$ cat config.mk
export PLATFORM = sky130hd
export DESIGN_NAME = life_state_engine
export DESIGN_NICKNAME = d
export VERILOG_FILES = /design/src/rtl/life_pkg.sv /design/src/rtl/life_row_loader.sv /design/src/rtl/life_state_engine.sv
export SDC_FILE = /design/constraint.sdc
export NUM_CORES = 1
export LEC_CHECK = 0
export ABC_AREA = 1
export BUFFER_PORTS_ARGS = -buffer_cell sky130_fd_sc_hd__buf_2
export CORE_MARGIN = 5
export CORE_UTILIZATION = 50
export DETAILED_ROUTE_END_ITERATION = 10
export PLACE_DENSITY = 0.82
export RECOVER_POWER = 25
export SYNTH_ARGS = -nofsm -noshare
export SYNTH_HDL_FRONTEND = slang
export SYNTH_SLANG_ARGS = --single-unit
export TNS_END_PERCENT = 5
$ cat constraint.sdc
create_clock -name i_clk -period 3.1 [get_ports i_clk]
set_clock_uncertainty 0.05 [all_clocks]
set_input_delay 0.62 -clock i_clk [delete_from_list [all_inputs] [get_ports i_clk]]
set_output_delay 0.62 -clock i_clk [all_outputs]
set_load 0.1 [all_outputs]
$ cat src/rtl/life_pkg.sv
// Shared types and helpers for the Game-of-Life state engine and its grid.
package life_pkg;

  typedef enum logic [1:0] {
    IDLE = 2'd0,
    LOAD = 2'd1,
    RUN  = 2'd2,
    HALT = 2'd3
  } life_state_t;

  localparam int LIFE_GRID_W = 8;

  // Flat bit position of cell (x, y) in a row-major grid word.
  function automatic int cell_index(input int x, input int y, input int w = LIFE_GRID_W);
    return w * y + x;
  endfunction

endpackage

$ cat src/rtl/life_row_loader.sv
// Row-serial loader: tracks the row being written, raises ready while the
// engine is loading and flags the final row so the FSM can return to idle.
module life_row_loader #(
  parameter int GRID_HEIGHT = 8,
  parameter int ROW_W       = 3
) (
  input  logic             i_clk,
  input  logic             i_rst,
  input  logic             i_load_active,
  input  logic             i_load_valid,
  output logic             o_load_ready,
  output logic             o_row_we,
  output logic             o_last_row,
  output logic [ROW_W-1:0] o_row_idx
);

  logic [ROW_W-1:0] r_row;

  // Ready follows the LOAD state directly, so it drops the cycle after the final row.
  always_comb begin
    o_load_ready = i_load_active;
    o_row_we     = i_load_active & i_load_valid;
    o_last_row   = o_row_we && (r_row == ROW_W'(GRID_HEIGHT - 1));
    o_row_idx    = r_row;
  end

  // Row counter advances on each accepted row and wraps to 0 after the last.
  always_ff @(posedge i_clk or posedge i_rst) begin
    if (i_rst) begin
      r_row <= '0;
    end else if (o_row_we) begin
      if (o_last_row) r_row <= '0;
      else            r_row <= r_row + ROW_W'(1);
    end
  end

endmodule

$ cat src/rtl/life_state_engine.sv
// Game-of-Life state engine: holds the current generation, captures the
// grid's next-state word on each advance, and sequences load/step/run.
// Optional build macro STABLE_HALT_EN: a stable advance in RUN moves to HALT.
module life_state_engine
  import life_pkg::*;
#(
  parameter int GRID_WIDTH  = 8,
  parameter int GRID_HEIGHT = 8,
  parameter int GEN_WIDTH   = 16
) (
  input  logic                            i_clk,
  input  logic                            i_rst,
  input  logic                            i_load_start,
  input  logic                            i_load_valid,
  output logic                            o_load_ready,
  input  logic [GRID_WIDTH-1:0]           i_load_row,
  input  logic                            i_step,
  input  logic                            i_run,
  input  logic                            i_tick,
  input  logic [GRID_WIDTH*GRID_HEIGHT-1:0] i_grid_next,
  output logic [GRID_WIDTH*GRID_HEIGHT-1:0] o_grid_state,
  output logic [GEN_WIDTH-1:0]            o_generation,
  output logic [1:0]                      o_state,
  output logic                            o_extinct,
  output logic                            o_stable
);

  localparam int ROW_W = (GRID_HEIGHT > 1) ? $clog2(GRID_HEIGHT) : 1;

  life_state_t                       r_state;
  life_state_t                       w_state_nxt;
  logic [GRID_WIDTH*GRID_HEIGHT-1:0] r_grid;
  logic [GEN_WIDTH-1:0]              r_gen;
  logic                              w_advance;
  logic                              w_gen_inc;
  logic                              w_stable;
  logic                              w_row_we;
  logic                              w_last_row;
  logic [ROW_W-1:0]                  w_row_idx;

  life_row_loader #(
    .GRID_HEIGHT (GRID_HEIGHT),
    .ROW_W       (ROW_W)
  ) u_loader (
    .i_clk         (i_clk),
    .i_rst         (i_rst),
    .i_load_active (r_state == LOAD),
    .i_load_valid  (i_load_valid),
    .o_load_ready  (o_load_ready),
    .o_row_we      (w_row_we),
    .o_last_row    (w_last_row),
    .o_row_idx     (w_row_idx)
  );

  assign w_stable     = (i_grid_next == r_grid);
  assign o_stable     = w_stable;
  assign o_extinct    = (r_grid == '0);
  assign o_grid_state = r_grid;
  assign o_generation = r_gen;
  assign o_state      = r_state;

  // Next-state and advance decode; load start outranks step/run in IDLE.
  always_comb begin
    w_state_nxt = r_state;
    w_advance   = 1'b0;
    w_gen_inc   = 1'b0;
    case (r_state)
      IDLE: begin
        if (i_load_start) begin
          w_state_nxt = LOAD;
        end else if (i_step) begin
          w_advance = 1'b1;
          w_gen_inc = 1'b1;
        end else if (i_run) begin
          w_state_nxt = RUN;
        end
      end
      LOAD: begin
        if (w_last_row) w_state_nxt = IDLE;
      end
      RUN: begin
        if (!i_run) begin
          w_state_nxt = IDLE;
        end else if (i_tick) begin
          w_advance = 1'b1;
`ifdef STABLE_HALT_EN
          // The halting advance rewrites identical contents but is not counted.
          if (w_stable) w_state_nxt = HALT;
          else          w_gen_inc   = 1'b1;
`else
          w_gen_inc = 1'b1;
`endif
        end
      end
      HALT: begin
        if (!i_run) w_state_nxt = IDLE;
      end
      default: w_state_nxt = IDLE;
    endcase
  end

  // FSM state register.
  always_ff @(posedge i_clk or posedge i_rst) begin
    if (i_rst) r_state <= IDLE;
    else       r_state <= w_state_nxt;
  end

  // Generation bank: whole-word capture on advance, one row per accepted load beat.
  always_ff @(posedge i_clk or posedge i_rst) begin
    if (i_rst) begin
      r_grid <= '0;
    end else if (w_advance) begin
      r_grid <= i_grid_next;
    end else if (w_row_we) begin
      r_grid[cell_index(0, int'(w_row_idx), GRID_WIDTH) +: GRID_WIDTH] <= i_load_row;
    end
  end

  // Generation counter: cleared by a completed load, saturates instead of wrapping.
  always_ff @(posedge i_clk or posedge i_rst) begin
    if (i_rst) begin
      r_gen <= '0;
    end else if (w_last_row) begin
      r_gen <= '0;
    end else if (w_gen_inc && (r_gen != '1)) begin
      r_gen <= r_gen + GEN_WIDTH'(1);
    end
  end

endmodule

==> summary.txt <==
Outcome
  – Outcome: complete, but fails checks
  – Violated checks: max-capacitance violations, max-slew violations

Logic synthesis
  – Post-synthesis simple-gate area fraction: about two fifths
  – Cells after Synth: 878
  – Post-synth EDFFs: 0
  – Mux share of post-synthesis cell area: 0%
  – Post-Synth Adder-Cell Area: under 10%
  – Post-Syn Area: just under 0.006 mm2
  – Compound-Gate Fraction of Synth Area: ~6.7%
  – FFs w/ async S/R, synth: 100%
  – Post-Synth XOR/XNOR Area: under 10%
  – Mapped Nets: between 900 and 1000
  – Seq/Total Area, Yosys: 35.7%
  – Seq cells post-synth: 85
  – Syn. warnings: 0
  – Unique cell type count in the Yosys netlist: 37
  – Main synth FF type: dfrtp_1
  – Avg Cell Area, Syn: ~6.8 um2
  – Largest family of logic cells by synthesized area: simple AND/OR/NAND/NOR gates

Worst setup path
  – Crit-path max cell delay: ~440 ps
  – Arrival time worst endpoint: 2090 ps
  – R2R setup slack: roughly 680 ps
  – Crit-path max FO: 4
  – Critical path required time: about 2400 ps
  – CP Launch Type: flop
  – Crit path kind: flop to output port
  – Worst-path cell chain: nor4_1 > nand2_1 > nor2_1 > nand2_1 > nor2_1 > buf_2
  – CP max stage cell: buf_2
  – Critical Path Sink Type: output port

STA
  – Worst-Margin Slew: ~1800 ps
  – Achievable Freq: around 0.36 GHz
  – Final setup fails: 0
  – Unrepaired setup endpoints after global routing: no
  – Slew Limit Headroom: -17.8%
  – Fin. Hold Viols: 0
  – Max Slew Vio Count: 38
  – Tcrit/Tclk final: between 80 and 90%
  – Crit path time final: approximately 2800 ps

Floorplan
  – Full die area: ~0.014 mm2
  – Die height: 119 um
  – Initial Util: about half
  – Core area: between 0.01 and 0.015 mm2
  – Die X: around 120 um
  – Num rows: 39
  – Ports placed on the boundary: ~160

Global route
  – Grt met1 use: between 30% and 40%
  – Vias in the first global route: 5905
  – Global-route wire length before repair: between 20000 and 30000 um
  – GR Layer Usage met3: 4.55%
  – GR Util met2: about two fifths
  – GRT overflow: 0
  – Largest net degree at the start of global routing: 49
  – GRT busiest layer: met2
  – All-Layer GR Usage: between 20% and 30%
  – Initial antenna violation count: 0

Cells and area
  – Filler instances: around 1100
  – Layout cell share with drive strength beyond 1: a little over a fifth
  – NumNets Final: between 1000 and 1500
  – Final std cells w/o fill: approximately 1200
  – Ant. Diodes: 0
  – Area Overhead vs Synth: 21.5%

Routing
  – DRT antenna net count: 0
  – Routed vias: roughly 6300
  – First-pass iteration count of the detailed router: 5
  – Via-to-Cell Ratio: 5.34
  – # DRC: 0
  – Drt first-iter violations: roughly 520
  – Wire per inst: 15.4 um
  – Post-Route WL: approximately 18000 um

Clocking
  – CTS tree: built
  – Htree depth: 3
  – Clock sinks: between 80 and 90
  – Post-CTS setup buffers: 0
  – Clk_lat worst skew: 340 ps
  – Reg clk slew, reported paths: about 60 ps
  – Hold-fix buffers, CTS: 0
  – Root buffer cell: clkbuf_16
  – Cts repair resizes: 0
  – Max clock buf depth: 2
  – CTS buffer count: 9

Run
  – Max Cap Viol: 1

Place
  – HPWL after detailed placement: about 14000 um
  – Placer Congestion: around 0.9
  – Port Buffers: 163
  – Cells after DPL: approximately 1200

Min path
  – Worst min path class: input port to flop
[synth_stat cells (6+ instances only)]
cell / instances / area [um2]
nand4_1: 18 / 113
o211ai_1: 18 / 135
nand2_2: 8 / 50.1
o21ai_0: 29 / 145
ha_1: 8 / 100
or2_2: 6 / 37.5
nor4_1: 13 / 81.3
nand2_1: 318 / 1190
nand3_1: 102 / 510
inv_1: 79 / 297
dfrtp_1: 85 / 2130
o21ai_1: 8 / 40.0
xnor2_1: 41 / 359
buf_2: 15 / 75.1
nor2_2: 7 / 43.8
nor2_1: 71 / 267
nor3_1: 10 / 50.1
inv_2: 6 / 22.5
[sequential cells by signal, summed over array words and instances, names as in the netlist]
signal and cells:
o_grid_state 64, o_state 2, u_loader.o_row_idx 3, o_generation 16
[routing by layer]
| layer | up-vias | share of wire [%] |
|---|---|---|
| met4 | 0 | 2.5 |
| li1 | 3148 | - |
| met1 | 2874 | 44 |
| met5 | - | 0 |
| met2 | 266 | 46 |
| met3 | 37 | 7.6 |
[final cells by class]
cell class                 instances  area, um2  area share, %
tap                              143        179           2.47
sequential                        85       2130           29.4
clock buffer                      13        280           3.87
timing repair buffer             171        887           12.2
multi-input combinational        683       3380           46.6
inverter                          86        327           4.51
clock inverter                     3       65.1          0.898
[cell families after synthesis]
logic type	Yosys count
DFF	85
AOI/OAI and AO/OA	66
buffers and inverters	110
adders and majority gates	8
and+or+nand+nor	566
xor gates and xnor gates	43
[stage by stage]
step	setup slack, ps	TNS (ps)	cell area, um2	hold slack (ps)	utilization [%]
2_1_floorplan	-182	-257	5960	547	-
3_3_place_gp	513	0	6900	471	59.7
3_5_place_dp	476	0	6900	485	59.7
4_1_cts	323	0	7240	328	62.6
5_1_grt	259	0	7240	485	62.6
6_report	343	0	7240	477	62.6
[cells in the final DEF (no fill, tap or decap), types with 8 or more instances in the layout]
cell,instances
nand2_1,318
buf_2,162
nand3_1,102
dfrtp_1,85
inv_1,78
nor2_1,70
xnor2_1,41
o21ai_0,29
nand4_1,18
o211ai_1,18
nor4_1,13
nor3_1,10
clkbuf_16,9
nor2_2,8
nand2_2,8
ha_1,8
[critical path, delay by kind of cell (launching register included)]
kind | cells | cell delay [ps]
simple gates | 5 | 900
buf+inv | 1 | 440
flops | 1 | 410
[final timing paths]
| check | depth (start not counted) | endpoint | start |
|---|---|---|---|
| min | 3 | o_grid_state[18] | i_grid_next[18] |
| min reg2reg | 2 | o_generation[1] | o_generation[1] |
| min in group asynchronous | 2 | o_generation[2] | i_rst |
| max reg2reg | 10 | o_grid_state[57] | u_loader.o_row_idx[1] |
| max | 6 | o_extinct | o_grid_state[10] |
| max in group asynchronous | 3 | u_loader.o_row_idx[0] | i_rst |
Power is not shown: default switching activity piles up to over one toggle a cycle in this logic, so the estimate is an artifact.
